**src/rtl/qei_multi.sv**
```systemverilog
// Purpose: N-channel quadrature encoder interface. Each channel synchronises and
// glitch-filters A/B/Z, decodes x4 quadrature into a wrapping position counter,
// captures the count on Z rising edges (with optional clear), flags illegal
// double-bit transitions, and measures signed steps per fixed velocity window.
//
// Ports:
//   clk, reset          clock and synchronous active-high reset
//   enc_a/enc_b/enc_z   raw encoder pins, one bit per channel
//   index_clr_en        per channel: a Z rising edge zeroes the count
//   count_load          per channel 1-cycle strobe: count <= load_value
//   load_value          shared load value
//   err_clr             per channel 1-cycle strobe: clear the error flag
//   count_out           position counts, channel i at [i*COUNT_W +: COUNT_W]
//   index_pos           count captured at the last Z rising edge
//   index_seen          sticky, set by the first Z rising edge
//   err                 sticky illegal-transition flag
//   vel_out             signed saturated steps per window, [i*VEL_W +: VEL_W]
//   vel_valid           1-cycle pulse when vel_out updates
module qei_multi #(
   parameter int unsigned NUM_CH     = 3,
   parameter int unsigned COUNT_W    = 32,
   parameter int unsigned FILT_LEN   = 8,
   parameter int unsigned VEL_PERIOD = 50000,
   parameter int unsigned VEL_W      = 16
) (
   input  logic                        clk,
   input  logic                        reset,
   input  logic [NUM_CH-1:0]           enc_a,
   input  logic [NUM_CH-1:0]           enc_b,
   input  logic [NUM_CH-1:0]           enc_z,
   input  logic [NUM_CH-1:0]           index_clr_en,
   input  logic [NUM_CH-1:0]           count_load,
   input  logic [COUNT_W-1:0]          load_value,
   input  logic [NUM_CH-1:0]           err_clr,
   output logic [NUM_CH*COUNT_W-1:0]   count_out,
   output logic [NUM_CH*COUNT_W-1:0]   index_pos,
   output logic [NUM_CH-1:0]           index_seen,
   output logic [NUM_CH-1:0]           err,
   output logic [NUM_CH*VEL_W-1:0]     vel_out,
   output logic                        vel_valid
);

   localparam int unsigned FC_W    = 8;
   localparam int unsigned WIN_W   = (VEL_PERIOD > 2) ? $clog2(VEL_PERIOD) : 1;
   localparam int unsigned PRIME_W = 9;

   localparam logic signed [VEL_W:0] VMAX = {2'b00, {(VEL_W-1){1'b1}}};
   localparam logic signed [VEL_W:0] VMIN = {2'b11, {(VEL_W-1){1'b0}}};

   // Shared window counter, startup priming timer and velocity strobe
   logic [WIN_W-1:0]   win_q, win_d;
   logic               win_end;
   logic [PRIME_W-1:0] prime_cnt_q, prime_cnt_d;
   logic [NUM_CH-1:0]  primed_q, primed_d;
   logic               vel_valid_q, vel_valid_d;

   // Priming waits until the filtered inputs and their one-cycle history both
   // reflect the pins, so the first real state is adopted without decoding.
   always_comb begin : shared_comb
      win_end     = (win_q == WIN_W'(VEL_PERIOD - 1));
      win_d       = win_end ? '0 : win_q + WIN_W'(1);
      prime_cnt_d = prime_cnt_q;
      primed_d    = primed_q;
      if (!(&primed_q)) prime_cnt_d = prime_cnt_q + PRIME_W'(1);
      if (prime_cnt_q == PRIME_W'(FILT_LEN + 2)) primed_d = '1;
      vel_valid_d = win_end;
   end

   always_ff @(posedge clk) begin : shared_ff
      if (reset) begin
         win_q       <= '0;
         prime_cnt_q <= '0;
         primed_q    <= '0;
         vel_valid_q <= 1'b0;
      end else begin
         win_q       <= win_d;
         prime_cnt_q <= prime_cnt_d;
         primed_q    <= primed_d;
         vel_valid_q <= vel_valid_d;
      end
   end

   assign vel_valid = vel_valid_q;

   for (genvar i = 0; i < NUM_CH; i++) begin : g_ch
      // Bit order in the 3-bit vectors: {z, b, a}
      logic [2:0]               raw, s1_q, s1_d, s2_q, s2_d, filt_q, filt_d;
      logic [2:0][FC_W-1:0]     fc_q, fc_d;
      logic [1:0]               ab_cur, ab_prev_q, ab_prev_d;
      logic                     z_prev_q, z_prev_d;
      logic [COUNT_W-1:0]       count_q, count_d, ipos_q, ipos_d, count_step;
      logic                     seen_q, seen_d, err_q, err_d;
      logic signed [VEL_W:0]    acc_q, acc_d, acc_sum, acc_sat;
      logic signed [VEL_W-1:0]  vel_q, vel_d;
      logic signed [1:0]        step;
      logic                     illegal, z_rise;

      assign raw = {enc_z[i], enc_b[i], enc_a[i]};

      // Synchroniser plus run-length filter on each of A, B, Z
      always_comb begin : filter_comb
         s1_d   = raw;
         s2_d   = s1_q;
         filt_d = filt_q;
         fc_d   = fc_q;
         for (int k = 0; k < 3; k++) begin
            if (s2_q[k] == filt_q[k]) begin
               fc_d[k] = '0;
            end else if (fc_q[k] == FC_W'(FILT_LEN - 1)) begin
               filt_d[k] = s2_q[k];
               fc_d[k]   = '0;
            end else begin
               fc_d[k] = fc_q[k] + FC_W'(1);
            end
         end
      end

      // x4 decode on {A,B}: 00->10->11->01->00 counts up
      always_comb begin : decode_comb
         ab_cur  = {filt_q[0], filt_q[1]};
         step    = 2'sd0;
         illegal = 1'b0;
         if (primed_q[i]) begin
            case ({ab_prev_q, ab_cur})
               4'b0010, 4'b1011, 4'b1101, 4'b0100: step = 2'sd1;
               4'b1000, 4'b1110, 4'b0111, 4'b0001: step = -2'sd1;
               4'b0011, 4'b1100, 4'b0110, 4'b1001: illegal = 1'b1;
               default: step = 2'sd0;
            endcase
         end
         z_rise = primed_q[i] & filt_q[2] & ~z_prev_q;
      end

      // Count, index capture, error and velocity accumulation
      always_comb begin : count_comb
         ab_prev_d  = ab_cur;
         z_prev_d   = filt_q[2];
         count_step = count_q + {{(COUNT_W-2){step[1]}}, step};
         count_d    = count_step;
         if (count_load[i])                    count_d = load_value;
         else if (z_rise && index_clr_en[i])   count_d = '0;
         ipos_d = z_rise ? count_step : ipos_q;
         seen_d = seen_q | z_rise;
         err_d  = err_clr[i] ? 1'b0 : err_q;
         if (illegal) err_d = 1'b1;
         // acc_q always stays within VEL_W range, so one step never overflows VEL_W+1
         acc_sum = acc_q + $signed({{(VEL_W-1){step[1]}}, step});
         if (acc_sum > VMAX)      acc_sat = VMAX;
         else if (acc_sum < VMIN) acc_sat = VMIN;
         else                     acc_sat = acc_sum;
         acc_d = win_end ? '0 : acc_sat;
         vel_d = win_end ? acc_sat[VEL_W-1:0] : vel_q;
      end

      always_ff @(posedge clk) begin : ch_ff
         if (reset) begin
            s1_q      <= '0;
            s2_q      <= '0;
            filt_q    <= '0;
            fc_q      <= '0;
            ab_prev_q <= '0;
            z_prev_q  <= 1'b0;
            count_q   <= '0;
            ipos_q    <= '0;
            seen_q    <= 1'b0;
            err_q     <= 1'b0;
            acc_q     <= '0;
            vel_q     <= '0;
         end else begin
            s1_q      <= s1_d;
            s2_q      <= s2_d;
            filt_q    <= filt_d;
            fc_q      <= fc_d;
            ab_prev_q <= ab_prev_d;
            z_prev_q  <= z_prev_d;
            count_q   <= count_d;
            ipos_q    <= ipos_d;
            seen_q    <= seen_d;
            err_q     <= err_d;
            acc_q     <= acc_d;
            vel_q     <= vel_d;
         end
      end

      assign count_out[i*COUNT_W +: COUNT_W] = count_q;
      assign index_pos[i*COUNT_W +: COUNT_W] = ipos_q;
      assign index_seen[i]                   = seen_q;
      assign err[i]                          = err_q;
      assign vel_out[i*VEL_W +: VEL_W]       = vel_q;
   end

endmodule

```
**config.mk**
```make
export PLATFORM = sky130hd
export DESIGN_NAME = qei_multi
export DESIGN_NICKNAME = d
export VERILOG_FILES = /design/src/rtl/qei_multi.sv
export SDC_FILE = /design/constraint.sdc
export NUM_CORES = 1
export LEC_CHECK = 0
export ABC_CLOCK_PERIOD_IN_PS = 4100
export BUFFER_PORTS_ARGS = -buffer_cell sky130_fd_sc_hd__buf_2
export CAP_MARGIN = 30
export CORE_MARGIN = 1.5
export CORE_UTILIZATION = 45
export DETAILED_ROUTE_END_ITERATION = 10
export HOLD_SLACK_MARGIN = 0.05
export PLACE_DENSITY_LB_ADDON = 0.05
export SLEW_MARGIN = 20
export SYNTH_ARGS = -nofsm -noshare
export SYNTH_HDL_FRONTEND = slang
export SYNTH_SLANG_ARGS = --single-unit
```
**constraint.sdc**
```tcl
create_clock -name clk -period 4.1 [get_ports clk]
set_input_delay 0.615 -clock clk [delete_from_list [all_inputs] [get_ports clk]]
set_output_delay 0.615 -clock clk [all_outputs]
set_load 0.02 [all_outputs]
```
==> reports/qor.yml, run 1 <==
timing:
  worstMarginPinSlew_ps: 871.8
  slew_headroom: 0.4161
  finalHoldViolCount: 0
  fin_tns_setup_ps: 0
  finalSetupViolations: 0
  fin_skew_ps: 18.02
  rsz0062_at_grt: "no"
  fmax_mhz: 257.1
  fin_crit_sh: 0.9485
  period_needed_ps: 3889
  setup_ws_ps: 211.0
  finalMaxSlewViolations: 0
die:
  initial_core_util: 0.4549
  io_pins: 299
  die_w_um: 225.0
  fp.dieH_um: 225.0
  core-area_um2: 48750
  num_rows: 81
  dieArea_um2: 50620
routing:
  routed_wl_mm: 68.46
  num_vias: 19940
  antenna_left: 0
  drc: 0
  drt_iter0_markers: 1429
  firstDrtPassIters: 5
  viasPerCell: 5.497
  wire_per_inst_um: 18.87
cts:
  cts-root-buf: "clkbuf_16"
  cts_sinks: 432
  htreeDepth: 2
  cts_buffers: 48
  cts_buffer_depth: 3
  insertion_delay_ps: 590
  tritoncts: "yes"
  path_clk_slew_ps: 60
  ctsHoldBuffers: 0
finish:
  drive_above_1_share: 0.1681
  final_cell_mix: "431 x dfxtp_1, 334 x nor2_1, 298 x nand2_1, 297 x buf_2, 204 x a21oi_1"
  num_antenna_cells: 0
  area_growth_pct: 18.44
  layout.nets: 3136
  final_cells: 3627
  mostFrequentLayoutCell: "dfxtp_1"
synthesis:
  syn_inst: 2642
  synthArstFlopShare: 0
  syn_nets: 2853
  synth_edf_count: 0
  ys_ff_latch: 432
  synth_ff_type: "dfxtp_1"
  syn_area_um2: 22180
  synth_cell_types: 85
  seq_area_frac_synth: 0.3900
  synth_warnings: 0
  syn_avg_cell_area_um2: 8.394
power:
  p_int_mw: 7.311
  swShare: 0.2397
  ir_worst_vdd_mv: 0.2697
  seq_power_share: 0.450
  total_power_mw: 9.616
  p_per_area_nw_per_um2: 366.1
  p_switching_mw: 2.305
  power.leakage_nw: 11.88
  clockPowerShare: 0.485
  combPwrFrac: 0.065
job:
  max_cap_violations: 0
placement:
  portBuffers: 298
  place_hpwl_mm: 51.46
  dp_cells: 3537
  place_worst_setup_slack_ps: 138.6
  place.gp.congestion: 0.9265
outcome:
  status: "completed"
global_routing:
  grt_max_degree: 75
  grt_pass1_wl_mm: 105.0
  antenna_found_initial: 0
  first_global_vias: 18960
  grt_overflow: 0
  grt.total_usage: 0.2656
worst_setup_path:
  critical_path_class: "reg -> reg"
  crit_path_max_fanout: 4
  critPathLaunchType: "flop"
  worst_ep_arrival_time_ps: 4340
  cp-end-kind: "flop"
  cp.required_ps: 4550
hold_path:
  hold_class: "in -> reg"
## registers in the layout, indices dropped and copies added (netlist names)
signal and flops:
g_ch.z_prev_q 3, g_ch.fc_q 72, g_ch.ab_prev_q 6, vel_valid 1, g_ch.vel_q 48, g_ch.err_q 3
win_q 16, g_ch.count_q 96, g_ch.ipos_q 96, g_ch.s2_q 9, g_ch.filt_q 9, g_ch.s1_q 9
primed_q 1, g_ch.acc_q 51, prime_cnt_q 9, g_ch.seen_q 3
## synthesized netlist by cell type (4+ instances only)
library cell    n  share of area
a211oi_1       26         0.0088
a21o_1         62          0.021
a21oi_1       205          0.046
a21oi_2         5         0.0020
a22o_1         29          0.011
a22oi_1        46          0.016
a31o_2          6         0.0024
a31oi_1        18         0.0051
and2_1         23         0.0065
and3_1         42          0.012
and4_1          8         0.0032
buf_4           9         0.0030
clkbuf_1      103          0.017
dfxtp_1       432           0.39
fa_1            6         0.0054
ha_1          153          0.086
inv_1          49         0.0083
mux2i_1        14         0.0063
nand2_1       301          0.051
nand2b_1       18         0.0051
nand3_1        94          0.021
nand4_1        17         0.0048
nor2_1        338          0.057
nor2b_1        53          0.015
nor3_1         36         0.0081
nor3b_1         4         0.0014
nor4b_1         5         0.0020
o211ai_1       14         0.0047
o21a_1         22         0.0074
o21ai_0       126          0.028
o21ai_1        20         0.0045
o21bai_1       14         0.0047
o31ai_1         7         0.0024
or2_2          16         0.0045
or3_1          14         0.0039
or4_1          15         0.0051
xnor2_1       114          0.045
xor2_1        100          0.039
## final cells by class
| cell class | count | area, µm² |
|---|---|---|
| Clock buffer | 73 | 1506 |
| Clock inverter | 15 | 217.7 |
| Fill cell | 4678 | 22480 |
| Inverter | 49 | 187.7 |
| Multi-Input combinational cell | 2042 | 12920 |
| Sequential cell | 432 | 8650 |
| Tap cell | 664 | 830.8 |
| Timing Repair Buffer | 352 | 1953 |
## power groups by stage
stage | registers, mW | clock network, mW | logic [mW]
finish | 4.33 | 4.66 | 0.626
global route | 4.33 | 4.92 | 0.674
CTS | 4.33 | 4.76 | 0.623
detailed placement | 4.42 | 0 | 0.619
global placement | 4.42 | 0 | 0.616
floorplan | 4.47 | 0 | 0.311
## stage by stage
stage	util	area, µm²	hold slack, ps
floorplan	-	22180	413.0
global placement	0.5017	24450	421.4
detailed placement	0.5018	24460	429.5
CTS	0.5372	26190	211.0
global route	0.5388	26270	236.7
finish	0.5388	26270	243.6
## repair_timing
| action | CTS | global route |
|---|---|---|
| setup endpoints to repair | 0 | 44 |
| setup buffers | 0 | 1 |
| endpoints found under the hold margin | 0 | 0 |
| resized for setup | 0 | 13 |
## worst paths after layout
kind                         from                   to  slack [ps]  cells after the start
max          g_ch[2].ab_prev_q[1]  g_ch[2].count_q[26]         210                     15
min                      enc_z[0]      g_ch[0].s1_q[2]         240                      2
min reg2reg       g_ch[0].fc_q[8]      g_ch[0].fc_q[8]         440                      1
max reg2reg  g_ch[2].ab_prev_q[1]  g_ch[2].count_q[26]         210                     15
## routing by layer
metal	vias to the layer above	wire, µm	part of all wire	GRT usage
li1	9836	-	-	-
met1	9464	30810	0.45	0.3546
met2	526	30730	0.45	0.4203
met3	112	4237	0.062	0.04759
met4	0	2681	0.039	0.1145
met5	-	0	0	0
## worst max-delay path, stage by stage, from the launching register on
cell      delay, ps
dfxtp_1         360
xor2_1          220
xnor2_1         160
and2_1          320
ha_1            290
inv_1            70
fa_1            400
nor2b_1         130
o21a_1          140
o21ai_1          80
a21oi_1         350
a41oi_1         300
o21a_1          340
o211ai_1        340
xnor2_1         150
o21ai_0          90
## cells by family after synthesis
group                    Yosys count  synth area share
flip-flops                       432            0.3900
buffers and inverters            168           0.03047
adder cells (fa/ha/maj)          162           0.09315
AND/OR/NAND/NOR                  998            0.2058
XOR/XNOR                         215           0.08525
AO/OA/AOI/OAI                    652            0.1886
multiplexers                      15          0.006827
Power figures use the tool's default switching activity.
==> run 2, diff against run 1 <==
--- a/config.mk
+++ b/config.mk
@@ -9,11 +9,10 @@
 export BUFFER_PORTS_ARGS = -buffer_cell sky130_fd_sc_hd__buf_2
 export CAP_MARGIN = 30
 export CORE_MARGIN = 1.5
-export CORE_UTILIZATION = 45
+export CORE_UTILIZATION = 40
 export DETAILED_ROUTE_END_ITERATION = 10
 export HOLD_SLACK_MARGIN = 0.05
-export PLACE_DENSITY_LB_ADDON = 0.05
-export SLEW_MARGIN = 20
+export SLEW_MARGIN = 30
 export SYNTH_ARGS = -nofsm -noshare
 export SYNTH_HDL_FRONTEND = slang
 export SYNTH_SLANG_ARGS = --single-unit
==> reports/qor.yml, run 2 (synthesis gave the netlist of run 1 again) <==
routing:
  routed_wl_mm: 68.56  # +0.15%
  num_vias: 19740  # -0.99%
  firstDrtPassIters: 5  # unchanged
  wire_per_inst_um: 18.57  # -1.6%
  viasPerCell: 5.347  # -2.7%
  drc: 0  # unchanged
  drt_iter0_markers: 1179  # -17%
  antenna_left: 0  # unchanged
cts:
  cts_sinks: 432  # unchanged
  cts_buffers: 49  # +2.1%
  htreeDepth: 2  # unchanged
  ctsHoldBuffers: 0  # unchanged
  tritoncts: "yes"
  cts_buffer_depth: 3  # unchanged
  insertion_delay_ps: 600  # about the same
  cts-root-buf: "clkbuf_16"
  path_clk_slew_ps: 60  # about the same
global_routing:
  antenna_found_initial: 2  # +2
  grt.total_usage: 0.2372  # -0.02837
  grt_pass1_wl_mm: 105.7  # +0.62%
  grt_max_degree: 99  # +32%
  first_global_vias: 19150  # +1.0%
  grt_overflow: 0  # unchanged
placement:
  place_worst_setup_slack_ps: 206.8  # +68.16 ps
  place_hpwl_mm: 51.64  # +0.35%
  portBuffers: 298  # unchanged
  place.gp.congestion: 0.9088  # -1.9%
finish:
  fin_util: 0.4759  # -0.06287
  area_growth_pct: 18.00
  drive_above_1_share: 0.1628  # -0.005314
  mostFrequentLayoutCell: "dfxtp_1"
  layout.nets: 3117  # -0.61%
  largestRegisters: "g_ch.count_q x96, g_ch.ipos_q x96, g_ch.fc_q x72"
  final_cell_mix: "432 x dfxtp_1, 333 x nor2_1, 297 x buf_2, 296 x nand2_1, 202 x a21oi_1"
worst_setup_path:
  cp-end-kind: "flop"
  crit_chain: "xor2_1, xnor2_1, and2_1, ha_1, inv_1, fa_1, nor2b_1, o31ai_4, a21oi_1, or3b_1, a21oi_2, a21oi_2, a41oi_2, or4_1, nand3_1"
  r2r_setup_slack_ps: 280  # +70 ps
  path_buf_inv: 1  # unchanged
  critical_path_class: "reg -> reg"
  cp_common_cell: "a21oi_2"
  crit_path_max_fanout: 5  # +1
  cp.required_ps: 4650  # +100 ps
  crit_family: "simple AND/OR/NAND/NOR gates"
  critical_path.slowest_cell: "or4_1"
  critPathLaunchType: "flop"
  worst_ep_arrival_time_ps: 4360  # +20 ps
  max_stage_delay_ps: 530  # +130 ps
die:
  io_pins: 299  # unchanged
  dieArea_um2: 56860  # +12%
  die_w_um: 238.5  # +6.0%
  fp.dieH_um: 238.5  # +6.0%
  num_rows: 86  # +6.2%
  core-area_um2: 54990  # +13%
  initial_core_util: 0.4033  # -0.05160
timing:
  finalMaxSlewViolations: 0  # unchanged
  fmax_mhz: 261.9  # +1.8%
  fin_skew_ps: 18.90  # +0.8814 ps
  finalHoldViolCount: 0  # unchanged
  setup_ws_ps: 281.6  # +70.59 ps
  worstMarginPinSlew_ps: 910.4  # +38.52 ps
  finalSetupViolations: 0  # unchanged
  slew_headroom: 0.3903  # -0.02579
  fin_tns_setup_ps: 0  # unchanged
  rsz0062_at_grt: "no"
  fin_crit_sh: 0.9313  # -0.01722
  period_needed_ps: 3818  # -70.59 ps
outcome:
  status: "completed"
power:
  p_per_area_nw_per_um2: 363.5  # -0.71%
  total_power_mw: 9.512  # -1.1%
  power.leakage_nw: 11.75  # -1.1%
  ir_worst_vdd_mv: 0.2820  # +4.5%
hold_path:
  hold_class: "in -> reg"
job:
  max_cap_violations: 0  # unchanged
## run 2: final timing paths
kind | start | to | cells past startpoint
setup / recovery | g_ch[0].filt_q[0] | g_ch[0].count_q[30] | 15
hold reg to reg | g_ch[0].s1_q[2] | g_ch[0].s2_q[2] | 1
setup reg to reg | g_ch[0].filt_q[0] | g_ch[0].count_q[30] | 15
hold / removal | enc_z[0] | g_ch[0].s1_q[2] | 2
## run 2: report_power, final
group / switching [mW] / leakage, nW / total (mW) / internal, mW
clock network: 1.83 / 0.823 / 4.56 / 2.73
logic: 0.427 / 7.42 / 0.621 / 0.195
registers: 0.0614 / 3.50 / 4.33 / 4.27
## run 2: worst reg2reg max path: stages (launching register included)
cell and delay, ps:
dfxtp_1 450, xor2_1 260, xnor2_1 140, and2_1 170
ha_1 240, inv_1 70, fa_1 400, nor2b_1 300
o31ai_4 100, a21oi_1 240, or3b_1 180, a21oi_2 110
a21oi_2 220, a41oi_2 260, or4_1 530, nand3_1 100
## run 2: metal layers
| metal | global-route usage | part of all wire | wire, µm | vias up |
|---|---|---|---|---|
| met5 | 0 | 0.00016 | 11 | - |
| met4 | 0.1020 | 0.040 | 2771 | 2 |
| met3 | 0.05888 | 0.071 | 4890 | 128 |
| met1 | 0.3050 | 0.44 | 30200 | 9311 |
| met2 | 0.3772 | 0.45 | 30690 | 504 |
| li1 | - | - | - | 9795 |
## run 2: what timing repair did
item                                    4_1_cts  5_1_grt
endpoints found under the setup margin        0       70
buffers inserted                              0        0
gates resized for setup                       0       14
## run 2: final cells by class
| cell class | instances | area [µm²] |
|---|---|---|
| Multi-Input combinational cell | 2042 | 12920 |
| Clock buffer | 68 | 1418 |
| Inverter | 49 | 187.7 |
| Antenna cell | 1 | 2.502 |
| Timing Repair Buffer | 332 | 1790 |
| Tap cell | 748 | 935.9 |
| Clock inverter | 20 | 262.8 |
| Sequential cell | 432 | 8648 |
| Fill cell | 5373 | 28820 |
## run 2: through the flow
step	instance area, µm²	std cells	hold slack, ps
after floorplan	22180	2642	413.0
after global placement	24430	3603	422.3
after detailed placement	24430	3603	429.4
after CTS	26120	3691	219.2
after global routing	26170	3692	237.5
final	26170	3692	245.1
==> run 3, diff against run 2 <==
==> config.mk (replaced) <==
export PLATFORM = sky130hd
export DESIGN_NAME = qei_multi
export DESIGN_NICKNAME = d
export VERILOG_FILES = /design/src/rtl/qei_multi.sv
export SDC_FILE = /design/constraint.sdc
export NUM_CORES = 1
export LEC_CHECK = 0
export ABC_CLOCK_PERIOD_IN_PS = 3200
export CAP_MARGIN = 30
export CORE_MARGIN = 1.5
export CORE_UTILIZATION = 40
export DETAILED_ROUTE_END_ITERATION = 10
export DONT_BUFFER_PORTS = 1
export SLEW_MARGIN = 30
export SYNTH_ARGS = -nofsm -noshare
export SYNTH_HDL_FRONTEND = slang
export SYNTH_SLANG_ARGS = --single-unit
==> constraint.sdc (replaced) <==
create_clock -name clk -period 3.2 [get_ports clk]
set_input_delay 0.48 -clock clk [delete_from_list [all_inputs] [get_ports clk]]
set_output_delay 0.48 -clock clk [all_outputs]
set_load 0.02 [all_outputs]
==> reports/qor.yml, run 3 (synthesis gave the netlist of run 1 again) <==
outcome:
  status: "finished with violations"
  violations: "setup timing"
cts:
  path_clk_slew_ps: 60  # about the same
  cts-root-buf: "clkbuf_16"
  cts_buffer_depth: 3  # unchanged
  htreeDepth: 2  # unchanged
  cts_sinks: 432  # unchanged
  tritoncts: "yes"
  insertion_delay_ps: 610  # about the same
  cts_buffers: 51  # +4.1%
worst_setup_path:
  rr_worst_depth: 17  # +2
  crit_chain: "buf_6, xor2_4, xnor2_2, and2_4, ha_4, inv_2, fa_2, nor2b_2, o31a_1, o311ai_4, o211ai_1, a21oi_2, o41ai_2, buf_4, o31ai_2, xnor2_1, a22o_1"
  crit_path_max_fanout: 4  # -1
  critical_path.slowest_cell: "fa_2"
  critical_path_class: "reg -> reg"
  r2r_start: "g_ch[1].filt_q[1]"
  max_stage_delay_ps: 350  # -180 ps
  worst_ep_arrival_time_ps: 3950  # -410 ps
  r2r-end: "g_ch[1].count_q[28]"
  critPathLaunchType: "flop"
  cp-end-kind: "flop"
  cp.required_ps: 3700  # -950 ps
  r2r_setup_slack_ps: -250  # -530 ps
routing:
  drt_iter0_markers: 1197  # +1.5%
  antenna_left: 0  # unchanged
  routed_wl_mm: 77.01  # +12%
  num_vias: 20950  # +6.1%
  drc: 0  # unchanged
  firstDrtPassIters: 5  # unchanged
  wire_per_inst_um: 20.05  # +8.0%
  viasPerCell: 5.455  # +2.0%
timing:
  finalSetupViolations: 153  # +153
  setup_ws_ps: -252.8  # -534.5 ps
  period_needed_ps: 3453  # -365.5 ps
  fin_tns_setup_ps: -16250  # -16250 ps
  slew_headroom: 0.4021  # +0.01178
  finalHoldViolCount: 0  # unchanged
  fin_skew_ps: 28.78  # +9.880 ps
  fmax_mhz: 289.6  # +11%
  finalMaxSlewViolations: 0  # unchanged
  rsz0062_at_grt: "yes"
  holdWs_ps: 24.82  # -220.3 ps
  fin_crit_sh: 1.079  # +0.1477
  worstMarginPinSlew_ps: 896.8  # -13.56 ps
global_routing:
  antenna_found_initial: 8  # +6
  grt_max_degree: 172  # +74%
  first_global_vias: 20250  # +5.8%
  grt_overflow: 0  # unchanged
  grt_pass1_wl_mm: 114.1  # +8.0%
  grt.total_usage: 0.2546  # +0.01740
finish:
  area_growth_pct: 42.99
  drive_above_1_share: 0.3138  # +0.1511
  final_cell_mix: "420 x dfxtp_1, 344 x buf_4, 283 x nand2_1, 279 x nor2_1, 154 x a21oi_1"
  stdcell_area_um2: 31710  # +21%
  largestRegisters: "g_ch.count_q x96, g_ch.ipos_q x96, g_ch.fc_q x72"
  layout.nets: 3262  # +4.7%
  fin_util: 0.5767  # +0.1008
  n_fill_cell: 4643  # -14%
  mostFrequentLayoutCell: "dfxtp_1"
die:
  core-area_um2: 54990  # unchanged
  dieArea_um2: 56860  # unchanged
  num_rows: 86  # unchanged
  fp.dieH_um: 238.5  # unchanged
  die_w_um: 238.5  # unchanged
  io_pins: 299  # unchanged
  initial_core_util: 0.4033  # unchanged
placement:
  place.gp.congestion: 0.9359  # +3.0%
  postPlaceCellArea_um2: 25850  # +5.8%
  place_worst_setup_slack_ps: -523.5  # -730.3 ps
  portBuffers: 0  # -100%
  place_hpwl_mm: 53.07  # +2.8%
hold_path:
  hp-start: "enc_b[1]"
  min_path_cells: 1  # -1
  worstHoldEndpoint: "g_ch[1].s1_q[1]"
  hold_class: "in -> reg"
power:
  power.leakage_nw: 13.05  # +11%
  p_per_area_nw_per_um2: 397.0  # +9.2%
  ir_worst_vdd_mv: 0.4234  # +50%
job:
  max_cap_violations: 0  # unchanged
run 3: cell types whose count changed in the layout (fill, tap and decap cells not counted), moves of 41 or more:
cell / delta
a21oi_1: -48
o21ai_1: +41
nor2_1: -54
ha_1: -70
buf_4: +313
ha_4: +60
o21ai_0: -77
buf_2: -297
buf_6: +66
run 3: power breakdown:
part	leakage, nW	switching [mW]	total (mW)	internal, mW
clock	0.869	2.44	6.15	3.71
combinational	8.67	0.437	0.787	0.350
sequential	3.51	0.178	5.65	5.47
run 3: area by class of cell:
cell class                 instances  area (µm²)  area share
clock buffer                      68        1463     0.04613
multi-input combinational       2044       15790      0.4978
timing repair buffer             473        4333      0.1366
clock inverter                    25       320.3     0.01010
tap                              748       935.9     0.02952
antenna                            2       5.005   0.0001578
sequential                       432        8671      0.2734
inverter                          49       195.2    0.006156
run 3: worst max-delay path by stage:
stage,startpoint,end,slack [ps],cells after the start
after CTS,g_ch[0].filt_q[1],g_ch[0].ipos_q[29],-280,15
final,g_ch[1].filt_q[1],g_ch[1].count_q[28],-250,17
after global routing,g_ch[0].ab_prev_q[1],g_ch[0].ipos_q[29],-370,15
after floorplan,g_ch[0].filt_q[1],g_ch[0].ipos_q[29],-620,13
after detailed placement,g_ch[2].ab_prev_q[1],g_ch[2].vel_q[3],-520,14
after global placement,g_ch[2].ab_prev_q[1],g_ch[2].vel_q[5],-400,14
run 3: critical path, delay by kind of cell (launching register included):
kind | cells | cell delay [ps]
buffers and inverters | 3 | 360
DFF | 1 | 330
adders and majority gates | 2 | 490
xor gates and xnor gates | 3 | 520
AOI/OAI and AO/OA | 7 | 1300
and+or+nand+nor | 2 | 340
run 3: through the flow:
| step | std cells | power (mW) |
|---|---|---|
| 3_5_place_dp | 3594 | 6.362 |
| 4_1_cts | 3787 | 12.62 |
| 5_1_grt | 3840 | 13.00 |
| 3_3_place_gp | 3594 | 6.349 |
| 2_1_floorplan | 2642 | 6.138 |
| 6_report | 3841 | 12.59 |
run 3: per-layer routing:
layer  GRT usage  up-vias  wire, µm
li1            -    10100         -
met1      0.3064    10020     31020
met2      0.4263      614     36450
met3     0.07554      206      6285
met4     0.09781       12      3186
met5           0        -        71
run 3: what timing repair did:
| action | CTS | global route |
|---|---|---|
| pin swaps | 128 | 194 |
| setup buffers | 62 | 58 |
| hold endpoints to repair | 64 | 0 |
| gates resized for setup | 241 | 303 |
| setup endpoints to repair | 179 | 209 |
| hold buffers | 30 | 0 |
| cloned | 9 | 4 |
